## src/rtl/i2c_sensor_master.sv

```systemverilog
// Bit-level single-master I2C engine: one addressed write or read per request.
// Drives open-drain SCL/SDA enables with registered outputs and a quarter-bit timer.
module i2c_sensor_master #(
  parameter int CLK_DIV = 4
) (
  input  logic       clock,
  input  logic       rst_n,
  input  logic [6:0] sensorAddr_I2C,
  input  logic [7:0] writeVal_I2C,
  input  logic       mode_I2C,
  input  logic       start_I2C,
  output logic [7:0] readVal_I2C,
  output logic       dataRdy_I2C,
  output logic       ack_err,
  output logic       busy,
  output logic       scl_oe,
  output logic       sda_oe,
  input  logic       sda_i
);

  localparam int QW = (CLK_DIV > 1) ? $clog2(CLK_DIV) : 1;
  localparam logic [QW-1:0] QMAX = QW'(CLK_DIV - 1);

  typedef enum logic [3:0] {
    IDLE, START, ADDR, ACK_A, WDATA, ACK_D, RDATA, MACK, STOP, DONE
  } state_t;

  state_t        state, state_d;
  logic [QW-1:0] qcnt, qcnt_d;
  logic [1:0]    quarter, quarter_d;
  logic [2:0]    bitcnt, bitcnt_d;
  logic [7:0]    addr_byte, data_byte, rx_shift, tx_byte;
  logic          mode_q, sda_sample;
  logic          tick, bit_end, sample_pt, latch;
  logic          tx_bit, scl_d, sda_d;

  // {scl_oe, sda_oe} for a given state and quarter; SCL is pulled low in q0-q1 of every bit
  function automatic logic [1:0] line_drive(input state_t st, input logic [1:0] q,
                                            input logic bit_v);
    case (st)
      START:                     return {1'b0, q[1]};
      ADDR, WDATA:               return {~q[1], ~bit_v};
      ACK_A, ACK_D, RDATA, MACK: return {~q[1], 1'b0};
      STOP:                      return {q == 2'd0, ~q[1]};
      default:                   return 2'b00;
    endcase
  endfunction

  always_comb begin
    state_d   = state;
    qcnt_d    = qcnt;
    quarter_d = quarter;
    bitcnt_d  = bitcnt;
    latch     = 1'b0;
    tick      = (qcnt == QMAX);
    bit_end   = tick && (quarter == 2'd3);
    sample_pt = tick && (quarter == 2'd2) && (state != IDLE) && (state != DONE);

    case (state)
      IDLE: begin
        qcnt_d    = '0;
        quarter_d = 2'd0;
        bitcnt_d  = 3'd0;
        if (start_I2C) begin
          latch   = 1'b1;
          state_d = START;
        end
      end
      DONE: begin
        qcnt_d    = '0;
        quarter_d = 2'd0;
        bitcnt_d  = 3'd0;
        state_d   = IDLE;
      end
      default: begin
        qcnt_d = tick ? '0 : qcnt + QW'(1);
        if (tick) quarter_d = quarter + 2'd1;
        if (bit_end) begin
          case (state)
            START: begin
              state_d  = ADDR;
              bitcnt_d = 3'd0;
            end
            ADDR: begin
              if (bitcnt == 3'd7) state_d = ACK_A;
              else                bitcnt_d = bitcnt + 3'd1;
            end
            ACK_A: begin
              bitcnt_d = 3'd0;
              if (sda_sample)  state_d = STOP;
              else if (mode_q) state_d = RDATA;
              else             state_d = WDATA;
            end
            WDATA: begin
              if (bitcnt == 3'd7) state_d = ACK_D;
              else                bitcnt_d = bitcnt + 3'd1;
            end
            RDATA: begin
              if (bitcnt == 3'd7) state_d = MACK;
              else                bitcnt_d = bitcnt + 3'd1;
            end
            ACK_D:   state_d = STOP;
            MACK:    state_d = STOP;
            STOP:    state_d = DONE;
            default: state_d = IDLE;
          endcase
        end
      end
    endcase

    // Pad drive is computed from the next state so the outputs can be registered glitch-free
    tx_byte        = (state_d == WDATA) ? data_byte : addr_byte;
    tx_bit         = tx_byte[3'd7 - bitcnt_d];
    {scl_d, sda_d} = line_drive(state_d, quarter_d, tx_bit);
  end

  always_ff @(posedge clock or negedge rst_n) begin
    if (!rst_n) begin
      state       <= IDLE;
      qcnt        <= '0;
      quarter     <= 2'd0;
      bitcnt      <= 3'd0;
      addr_byte   <= 8'h00;
      data_byte   <= 8'h00;
      rx_shift    <= 8'h00;
      mode_q      <= 1'b0;
      sda_sample  <= 1'b0;
      scl_oe      <= 1'b0;
      sda_oe      <= 1'b0;
      busy        <= 1'b0;
      dataRdy_I2C <= 1'b0;
      ack_err     <= 1'b0;
      readVal_I2C <= 8'h00;
    end else begin
      state       <= state_d;
      qcnt        <= qcnt_d;
      quarter     <= quarter_d;
      bitcnt      <= bitcnt_d;
      scl_oe      <= scl_d;
      sda_oe      <= sda_d;
      busy        <= (state_d != IDLE);
      dataRdy_I2C <= (state_d == DONE);

      if (latch) begin
        addr_byte <= {sensorAddr_I2C, mode_I2C};
        data_byte <= writeVal_I2C;
        mode_q    <= mode_I2C;
        ack_err   <= 1'b0;
        rx_shift  <= 8'h00;
      end

      if (sample_pt) sda_sample <= sda_i;
      if (sample_pt && state == RDATA) rx_shift <= {rx_shift[6:0], sda_i};

      // A released SDA during an acknowledge bit is a NACK; the transaction heads to STOP
      if (bit_end && (state == ACK_A || state == ACK_D) && sda_sample) ack_err <= 1'b1;

      if (state_d == DONE && mode_q && !ack_err) readVal_I2C <= rx_shift;
    end
  end

endmodule

```

## config.mk

```make
export PLATFORM = sky130hd
export DESIGN_NAME = i2c_sensor_master
export DESIGN_NICKNAME = d
export VERILOG_FILES = /design/src/rtl/i2c_sensor_master.sv
export SDC_FILE = /design/constraint.sdc
export NUM_CORES = 1
export LEC_CHECK = 0
export ABC_AREA = 1
export CORE_MARGIN = 3
export CORE_UTILIZATION = 57
export CTS_BUF_LIST = sky130_fd_sc_hd__clkbuf_4
export DETAILED_ROUTE_END_ITERATION = 12
export PLACE_DENSITY = 0.81
export SKIP_CTS_REPAIR_TIMING = 1
export SLEW_MARGIN = 15
export SYNTH_ARGS = -nofsm -noshare
export SYNTH_HDL_FRONTEND = slang
export SYNTH_SLANG_ARGS = --single-unit
```

## constraint.sdc

```tcl
create_clock -name clock -period 2.8 [get_ports clock]
set_input_delay 0.84 -clock clock [delete_from_list [all_inputs] [get_ports clock]]
set_output_delay 0.84 -clock clock [all_outputs]
set_load 0.02 [all_outputs]
```

* Word-level counts from Yosys, hierarchy flattened
Index checks and enable logic that the tools add are counted.
** Storage, ports and cells
- Flip-flop bits (word level) :: 50
- Word-level logic and storage cells :: 95
** Cells by class
- Add/subtract/negate cells :: 4
- $lt $le $gt $ge :: 1
- Equal/unequal tests :: 23
- Mux-type cells :: 27
- Bitwise gates (word level) :: 2
- Reduce and logical (&&, ||, !) cells :: 23
** Operators with widths (number)
- $eq A4 B3 Y1 const B :: 8
- $pmux W4 S7 :: 1
- $mux W4 :: 6
- $mux W8 :: 3
- $eq A4 B2 Y1 const B :: 4
- $eq A4 B4 Y1 const B :: 4
- $mux W2 :: 5
- $logic_and A1 B1 Y1 :: 9
- $mux W3 :: 3
- $eq A4 B1 Y1 const B :: 2
- $pmux W2 S4 :: 1
- $pmux W4 S2 :: 1
- $reduce_bool A4 Y1 :: 2
- $reduce_or A2 Y1 :: 4
- $eq A2 B2 Y1 const B :: 3
- $pmux W3 S2 :: 1
- $mux W1 :: 5
- $add A2 B1 Y2 const B :: 2
- $logic_not A4 Y1 :: 1
- $lt A3 B4 Y1 const B :: 1
- $ne A4 B4 Y1 const B :: 1
- $reduce_bool A2 Y1 :: 2
- $reduce_or A4 Y1 :: 1
- $add A3 B1 Y3 const B :: 1
- other kinds (8) :: 9

* Depth between registers and ports, before layout
Gate-level depths: netlist (run 1).
- Depth after elaboration :: 11
- Mapped depth :: 16
- Mapped depth without buffers :: 16

* Worst setup path before layout (run 1)
No wires, ideal clock.
- Kind :: reg-to-reg
- Start point :: reg qcnt[0]
- End point :: reg sda_oe
- Setup time :: 117 ps
- Arrival :: 1861 ps
- Data required time :: 2683 ps
- Setup slack :: 822 ps
- Cell stages (with the launch flop) :: 15
- Period minus slack after synthesis :: 1978 ps
- Path through :: dfrtp_1 ha_1 nand2_1 inv_2 buf_6 nor2_1 a21oi_2 nor2_4 nand4_4 nand2_1 nand3_1 nand3_1 nand3_1 nand3_1 nand2_1
** Between the ends
- Longest elaborated chain between the ends :: 10
** Ends and longest elaborated chain
- start: declaration :: RTL line 29 : logic [QW-1:0] qcnt, qcnt_d;
- start signal: assignment :: RTL line 136 : qcnt <= qcnt_d;
- $eq A2 B2 Y1 (*) :: RTL line 55 : tick = (qcnt == QMAX);
- $logic_and A1 B1 Y1 :: RTL line 56 : bit_end = tick && (quarter == 2'd3);
- $mux W4 :: RTL line 78 : if (bit_end) begin
- $pmux W4 S2 :: RTL line 59 : case (state)
- $eq A4 B3 Y1 :: RTL line 40, 112
- $mux W8 :: RTL line 112 : tx_byte = (state_d == WDATA) ? data_byte : addr_byte;
- $bmux W1 S3 :: RTL line 113 : tx_bit = tx_byte[3'd7 - bitcnt_d];
- $mux W1 (implied by the code) :: RTL line 113
- $not A1 Y1 :: RTL line 42 : ADDR, WDATA: return {~q[1], ~bit_v};
- $pmux W2 S4 (*) :: RTL line 40 : case (st)
- named net sda_d :: RTL line 35 : logic tx_bit, scl_d, sda_d;
- end signal: assignment :: RTL line 129 : sda_oe <= 1'b0;
- end signal: assignment :: RTL line 140 : sda_oe <= sda_d;
- end: declaration :: RTL line 17 : output logic sda_oe,
The timed path passes the listed nets; every way through them passes the cells marked *. The select of a mux whose other input is x is not followed.
A chain may end at the register's enable or synchronous reset.

* Final worst setup path (run 1)
- Start point :: reg qcnt[0]
- End point :: reg readVal_I2C[2]
** Between the ends
- Longest elaborated chain between the ends :: 7
** Ends and longest elaborated chain
- $eq A2 B2 Y1 :: RTL line 55
- $logic_and A1 B1 Y1 :: RTL line 56
- $mux W4 :: RTL line 78
- $pmux W4 S2 :: RTL line 59
- named net state_d[1] :: RTL line 28 : state_t state, state_d;
- $eq A4 B4 Y1 :: RTL line 158 : if (state_d == DONE && mode_q && !ack_err) readVal_I2C <= rx_shift;
- $logic_and A1 B1 Y1 (2 in series) :: RTL line 158
- end signal: assignment :: RTL line 158
- end: declaration :: RTL line 12 : output logic [7:0] readVal_I2C,
The timed path passes the listed nets, and every way through them passes these cells.

==> flow_summary.ini, run 1 <==
[routing]
ant_nets = 0
vias_per_cell = 5.27
dr.pass1.iters = 4
wl_um = 4880
dr.first_iter.drc_count = 125
wl_per_cell_um = 13.1
vias = 1962
post-route-drc-count = 0

[placement]
pre_cts_slack_ns = 0.291
place.gp.congestion = 0.883
port-buffer-count = 32
detailed_place_hpwl_um = 3610

[global_route]
grt_max_degree = 50
antenna_found_initial = 0
grt_pass1_wl_um = 8590
grt_pass1_vias = 1913
track_usage_pct = 21.5
gr-total-overflow = 0

[worst_setup_path]
cpPeakStageDelay_ns = 0.38
r2r-end = readVal_I2C[2]
end_kind = register
crit_buf_inv = 3
cp_top_family = simple AND/OR/NAND/NOR gates
rrSetupSlack_ns = 0.55
critPathMaxFanout = 16
slowest_stage = dfrtp_1
r2r_start = qcnt[0]
ff2ff_path_depth = 12
cp.arrival_ns = 2.52
path_common_cell = inv_2
worst_setup_path_start_kind = register
crit_start = qcnt[0]
path_cells = ha_1 -> nand2_1 -> inv_2 -> nor2_1 -> a21oi_4 -> inv_2 -> a21oi_2 -> inv_2 -> nor3_4 -> nand3_4 -> nand2_1 -> o21ai_2
crit_required_ns = 3.07
worst-setup-path-type = reg -> reg

[pwr]
p_sw_share_pct = 22.7
power.leakage_nw = 1.42
seqPwrFrac_pct = 66.3
powerDensity_nw_per_um2 = 372
peakVddDrop_mv = 0.311
p_int_w = 0.000828
totalPowerFinal_w = 0.00107
power_frac_clock_pct = 29.7
power_frac_comb_pct = 4.0
power_switching_w = 0.000243

[floorplan]
core_sq_um = 4090
design.portCount = 33
fp.dieW_um = 71.7
initial_core_util_pct = 60.2
rows = 23
die_height_um = 71.7
dieArea_sq_um = 5140

[synth]
netlist.area_leader.share_pct = 49.8
synthDistinctLibCells = 35
syn_avg_cell_area_sq_um = 8.64
synthCells = 285
yosys_warnings = 0
syn_nets = 309
synthTopCellsByArea = dfrtp_1 50%, nand2_1 13%, nand3_1 5.1%
yosysSeqAreaShare_pct = 49.8
yosysMostFrequentCell = nand2_1
synth_common_cells = 83 x nand2_1, 49 x dfrtp_1, 33 x inv_1
async_flop_share_pct = 100
synth_edf_count = 0
synth_area_sq_um = 2460
synth-main-ff-cell = dfrtp_1
ys_ff_latch = 49
synth_largest_area_cell = dfrtp_1

[clock_network]
cts_tree = yes
root_buffer = clkbuf_4
insertion_delay_ns = 0.37
clk_pin_slew_ns = 0.14
numCtsBuffers = 5
cts_max_path_buffers = 2
htree_num_levels = 2
cts_sinks = 49

[cells_and_area]
drive_above_1_share_pct = 15.8
area_growth_pct = 16.9
register_area_sq_um = 1230
final_util_pct = 70.4
final_net_count = 345
diodes = 0
fill_cells = 336
multiInputGateArea_sq_um = 1040

[sta]
setup_slack_ns = 0.546
maxClockFrequency_mhz = 444
rsz0062_at_grt = false
fin_crit_sh_pct = 80.5
hold_viol_final = 0
tns_ns = 0
slew-limit-headroom_pct = 60.4
period_needed_ns = 2.25
setup_viol = 0
fin_worst_skew_ns = 0.00660
tightest_slew_ns = 0.594
final_max_slew_viol_count = 0

[min_path]
min_to = qcnt[0]
hold_path_depth = 1
min_from = qcnt[0]
hp-class = reg -> reg

[outcome]
status = completed

[flow_run]
max_cap_viol_count = 0
-- sequential cells by signal, indices dropped and copies added (netlist names) --
register and cells:
rx_shift 8, data_byte 8, readVal_I2C 8, sda_oe 1, ack_err 1, state 4
addr_byte 8, busy 1, dataRdy_I2C 1, quarter 2, scl_oe 1, qcnt 2
bitcnt 3, sda_sample 1
-- placed cells by master, fill, tap and decap left out, types with 2 or more instances in the layout --
cell	netlist	routed
a21oi_1	3	3
a21oi_2	2	2
buf_4	0	3
clkbuf_4	0	5
clkdlybuf4s50_1	0	31
clkinv_2	0	2
dfrtp_1	49	49
ha_1	4	4
inv_1	33	33
inv_2	8	8
nand2_1	83	83
nand2_2	5	5
nand3_1	25	25
nand3_2	4	4
nand3b_1	2	2
nand4_1	2	2
nor2_1	9	9
nor2_2	3	3
nor2_4	2	2
o21ai_0	11	11
o21ai_1	4	4
o21ai_2	8	8
o22ai_1	9	9
-- layout make-up --
class / instances / area share, %
clock buffers: 5 / 1.30
clock inverters: 3 / 0.609
inverters: 41 / 5.35
multi-input cells: 189 / 36.2
flip-flops and latches: 49 / 42.6
well taps: 50 / 2.17
repair buffers: 35 / 11.7
-- routing by layer --
| layer | wire [um] | global-route usage, % |
|---|---|---|
| met1 | 2350 | 30.2 |
| met2 | 2310 | 33.2 |
| met3 | 130 | 4.21 |
| met4 | 87 | 8.14 |
| met5 | 0 | 0 |
-- power by group through the flow --
stage,Sequential [W],Clock (W),Combinational (W)
floorplan,0.000723,0,0.00000232
global placement,0.000724,0,0.0000431
detailed placement,0.000724,0,0.0000437
CTS,0.000710,0.000326,0.0000438
global route,0.000711,0.000352,0.0000473
finish,0.000710,0.000318,0.0000426
-- worst max-delay path by stage --
stage               slack [ns]             end  depth (start not counted)
global placement          0.36          sda_oe                         12
finish                    0.55  readVal_I2C[2]                         12
floorplan                 0.82          sda_oe                         14
CTS                       0.54  readVal_I2C[0]                         12
detailed placement        0.29          sda_oe                         12
global route              0.34  readVal_I2C[2]                         12
-- kinds of logic (layout without fill, tap and decap cells) --
kind of cell | count (synthesis) | in the layout | synth area share (%)
compound gates | 44 | 44 | 12.3
buf+inv | 47 | 84 | 7.88
simple gates | 141 | 141 | 28.0
fa+ha+maj | 4 | 4 | 2.03
flops | 49 | 49 | 49.8
-- through the flow --
| step | cells | hold slack, ns | area (sq um) |
|---|---|---|---|
| 2_1_floorplan | 285 | 0.415 | 2460 |
| 4_1_cts | 372 | 0.463 | 2880 |
| 5_1_grt | 372 | 0.499 | 2880 |
| 3_3_place_gp | 364 | 0.428 | 2820 |
| 6_report | 372 | 0.461 | 2880 |
| 3_5_place_dp | 364 | 0.444 | 2820 |
-- worst register-to-register path, cell delays in order (launching register included) --
cell and delay [ns]:
dfrtp_1 0.38, ha_1 0.24, nand2_1 0.13, inv_2 0.22, nor2_1 0.10, a21oi_4 0.19
inv_2 0.10, a21oi_2 0.12, inv_2 0.06, nor3_4 0.16, nand3_4 0.24, nand2_1 0.15
o21ai_2 0.06
No activity file was read; power rests on OpenSTA's default activity.
==> inputs of run 2 (changes only) <==
==> constraint.sdc (replaced) <==
create_clock -name clock -period 2.1 [get_ports clock]
set_input_delay 0.63 -clock clock [delete_from_list [all_inputs] [get_ports clock]]
set_output_delay 0.63 -clock clock [all_outputs]
set_load 0.02 [all_outputs]
==> run 2 against run 1 <==
  * Fmax up 7.6%
  * Clock skew about the same
  * Clock power up 76%
  * Design area up 7.7%
  * Die area unchanged
  * Setup slack worse by 0.54 ns
  * Largest power group unchanged
==> flow_summary.ini, run 2 (synthesized netlist as in run 1, its figures left out) <==
[min_path]
hp-class = in -> async

[cells_and_area]
area_growth_pct = 25.9
diodes = 0
fill_cells = 292
final_net_count = 363
stdcell_count = 390
final_common_cell = nand2_1
final_util_pct = 75.8
final_cell_mix = 77 x nand2_1, 44 x dfrtp_1, 32 x inv_1
design_area_sq_um = 3100
drive_above_1_share_pct = 25.0

[pwr]
totalPowerFinal_w = 0.00156
peakVddDrop_mv = 0.567
powerDensity_nw_per_um2 = 505
power.leakage_nw = 1.52

[worst_setup_path]
cpPeakStageDelay_ns = 0.43
worst-setup-path-type = reg -> reg
slowest_stage = dfrtp_1
end_kind = register
crit_required_ns = 2.38
path_cells = ha_1 -> nand2_2 -> clkinv_4 -> a21oi_4 -> inv_2 -> a21oi_2 -> inv_2 -> nor3_4 -> nand3_4 -> nand2_1 -> o21ai_2
worst_setup_path_start_kind = register
cp_top_family = simple AND/OR/NAND/NOR gates
cp.arrival_ns = 2.37
path_common_cell = inv_2
critPathMaxFanout = 8
crit_buf_inv = 3

[clock_network]
clk_pin_slew_ns = 0.14
cts_max_path_buffers = 2
cts_tree = yes
cts_sinks = 49
htree_num_levels = 2
insertion_delay_ns = 0.37
root_buffer = clkbuf_4
numCtsBuffers = 5

[floorplan]
dieArea_sq_um = 5140
die_height_um = 71.7
initial_core_util_pct = 60.2
core_sq_um = 4090
fp.dieW_um = 71.7
rows = 23
design.portCount = 33

[global_route]
antenna_found_initial = 0
track_usage_pct = 22.0
gr-total-overflow = 0
grt_pass1_vias = 1936
grt_max_degree = 50
grt_pass1_wl_um = 8850

[flow_run]
max_cap_viol_count = 0

[routing]
dr.first_iter.drc_count = 87
ant_nets = 0
vias = 2069
wl_um = 5360
post-route-drc-count = 0
dr.pass1.iters = 4
vias_per_cell = 5.31
wl_per_cell_um = 13.8

[sta]
rsz0062_at_grt = true
maxClockFrequency_mhz = 477
period_needed_ns = 2.10
hold_viol_final = 0
tightest_slew_ns = 0.610
final_max_slew_viol_count = 0
setup_viol = 0
fin_crit_sh_pct = 99.8
fin_worst_skew_ns = 0.00678
slew-limit-headroom_pct = 59.3

[placement]
detailed_place_hpwl_um = 3860
place.gp.congestion = 0.898
post-place-cells = 377
dpl_cell_area_sq_um = 2920
port-buffer-count = 32

[outcome]
status = completed
[run 2: changes by cell type in the layout (fill, tap and decap cells not counted), moves of 2 or more]
cell / change
buf_4: +16
clkinv_2: -2
clkinv_4: +2
dfrtp_1: -5
dfrtp_2: +5
nand2_1: -6
nand2_2: +6
nor2_1: -2
nor2_4: +2
[run 2: cell type report]
type	instances	area, sq um	share of cell area [%]
Sequential cell	49	1230	39.8
Inverter	41	161	5.21
Multi-Input combinational cell	190	1090	35.3
Timing Repair Buffer	52	463	14.9
Clock buffer	5	37.5	1.21
Clock inverter	3	46.3	1.49
Tap cell	50	62.6	2.02
[run 2: per-layer routing]
layer	share of wire (%)	routed length, um	GRT usage (%)	vias up
li1	-	-	-	1030
met1	46	2440	30.5	987
met2	49	2640	35.1	41
met3	3.4	183	4.21	11
met4	1.8	95	7.10	0
met5	0	0	0	-
[run 2: final timing paths]
check / from / to / slack (ns) / cells past startpoint
max in group asynchronous: rst_n / state[1] / 1.33 / 2
hold / removal: rst_n / data_byte[5] / 0.33 / 2
setup reg to reg: quarter[0] / readVal_I2C[3] / 0.005 / 11
setup / recovery: quarter[0] / readVal_I2C[3] / 0.005 / 11
min in group clock: qcnt[0] / qcnt[0] / 0.47 / 1
hold reg to reg: qcnt[0] / qcnt[0] / 0.47 / 1
[run 2: per-stage QoR]
step,worst slack (ns),setup TNS [ns],hold WS [ns]
6_report,0.00477,0,0.334
2_1_floorplan,0.122,0,0.334
3_3_place_gp,-0.0697,-0.514,0.428
4_1_cts,-0.0139,-0.0559,0.346
5_1_grt,-0.150,-0.951,0.365
3_5_place_dp,-0.0857,-0.673,0.452
[run 2: power breakdown]
part | switching, W | internal [W]
sequential | 0.00000156 | 0.000946
clock | 0.000307 | 0.000252
combinational | 0.0000248 | 0.0000320
total | 0.000333 | 0.00123
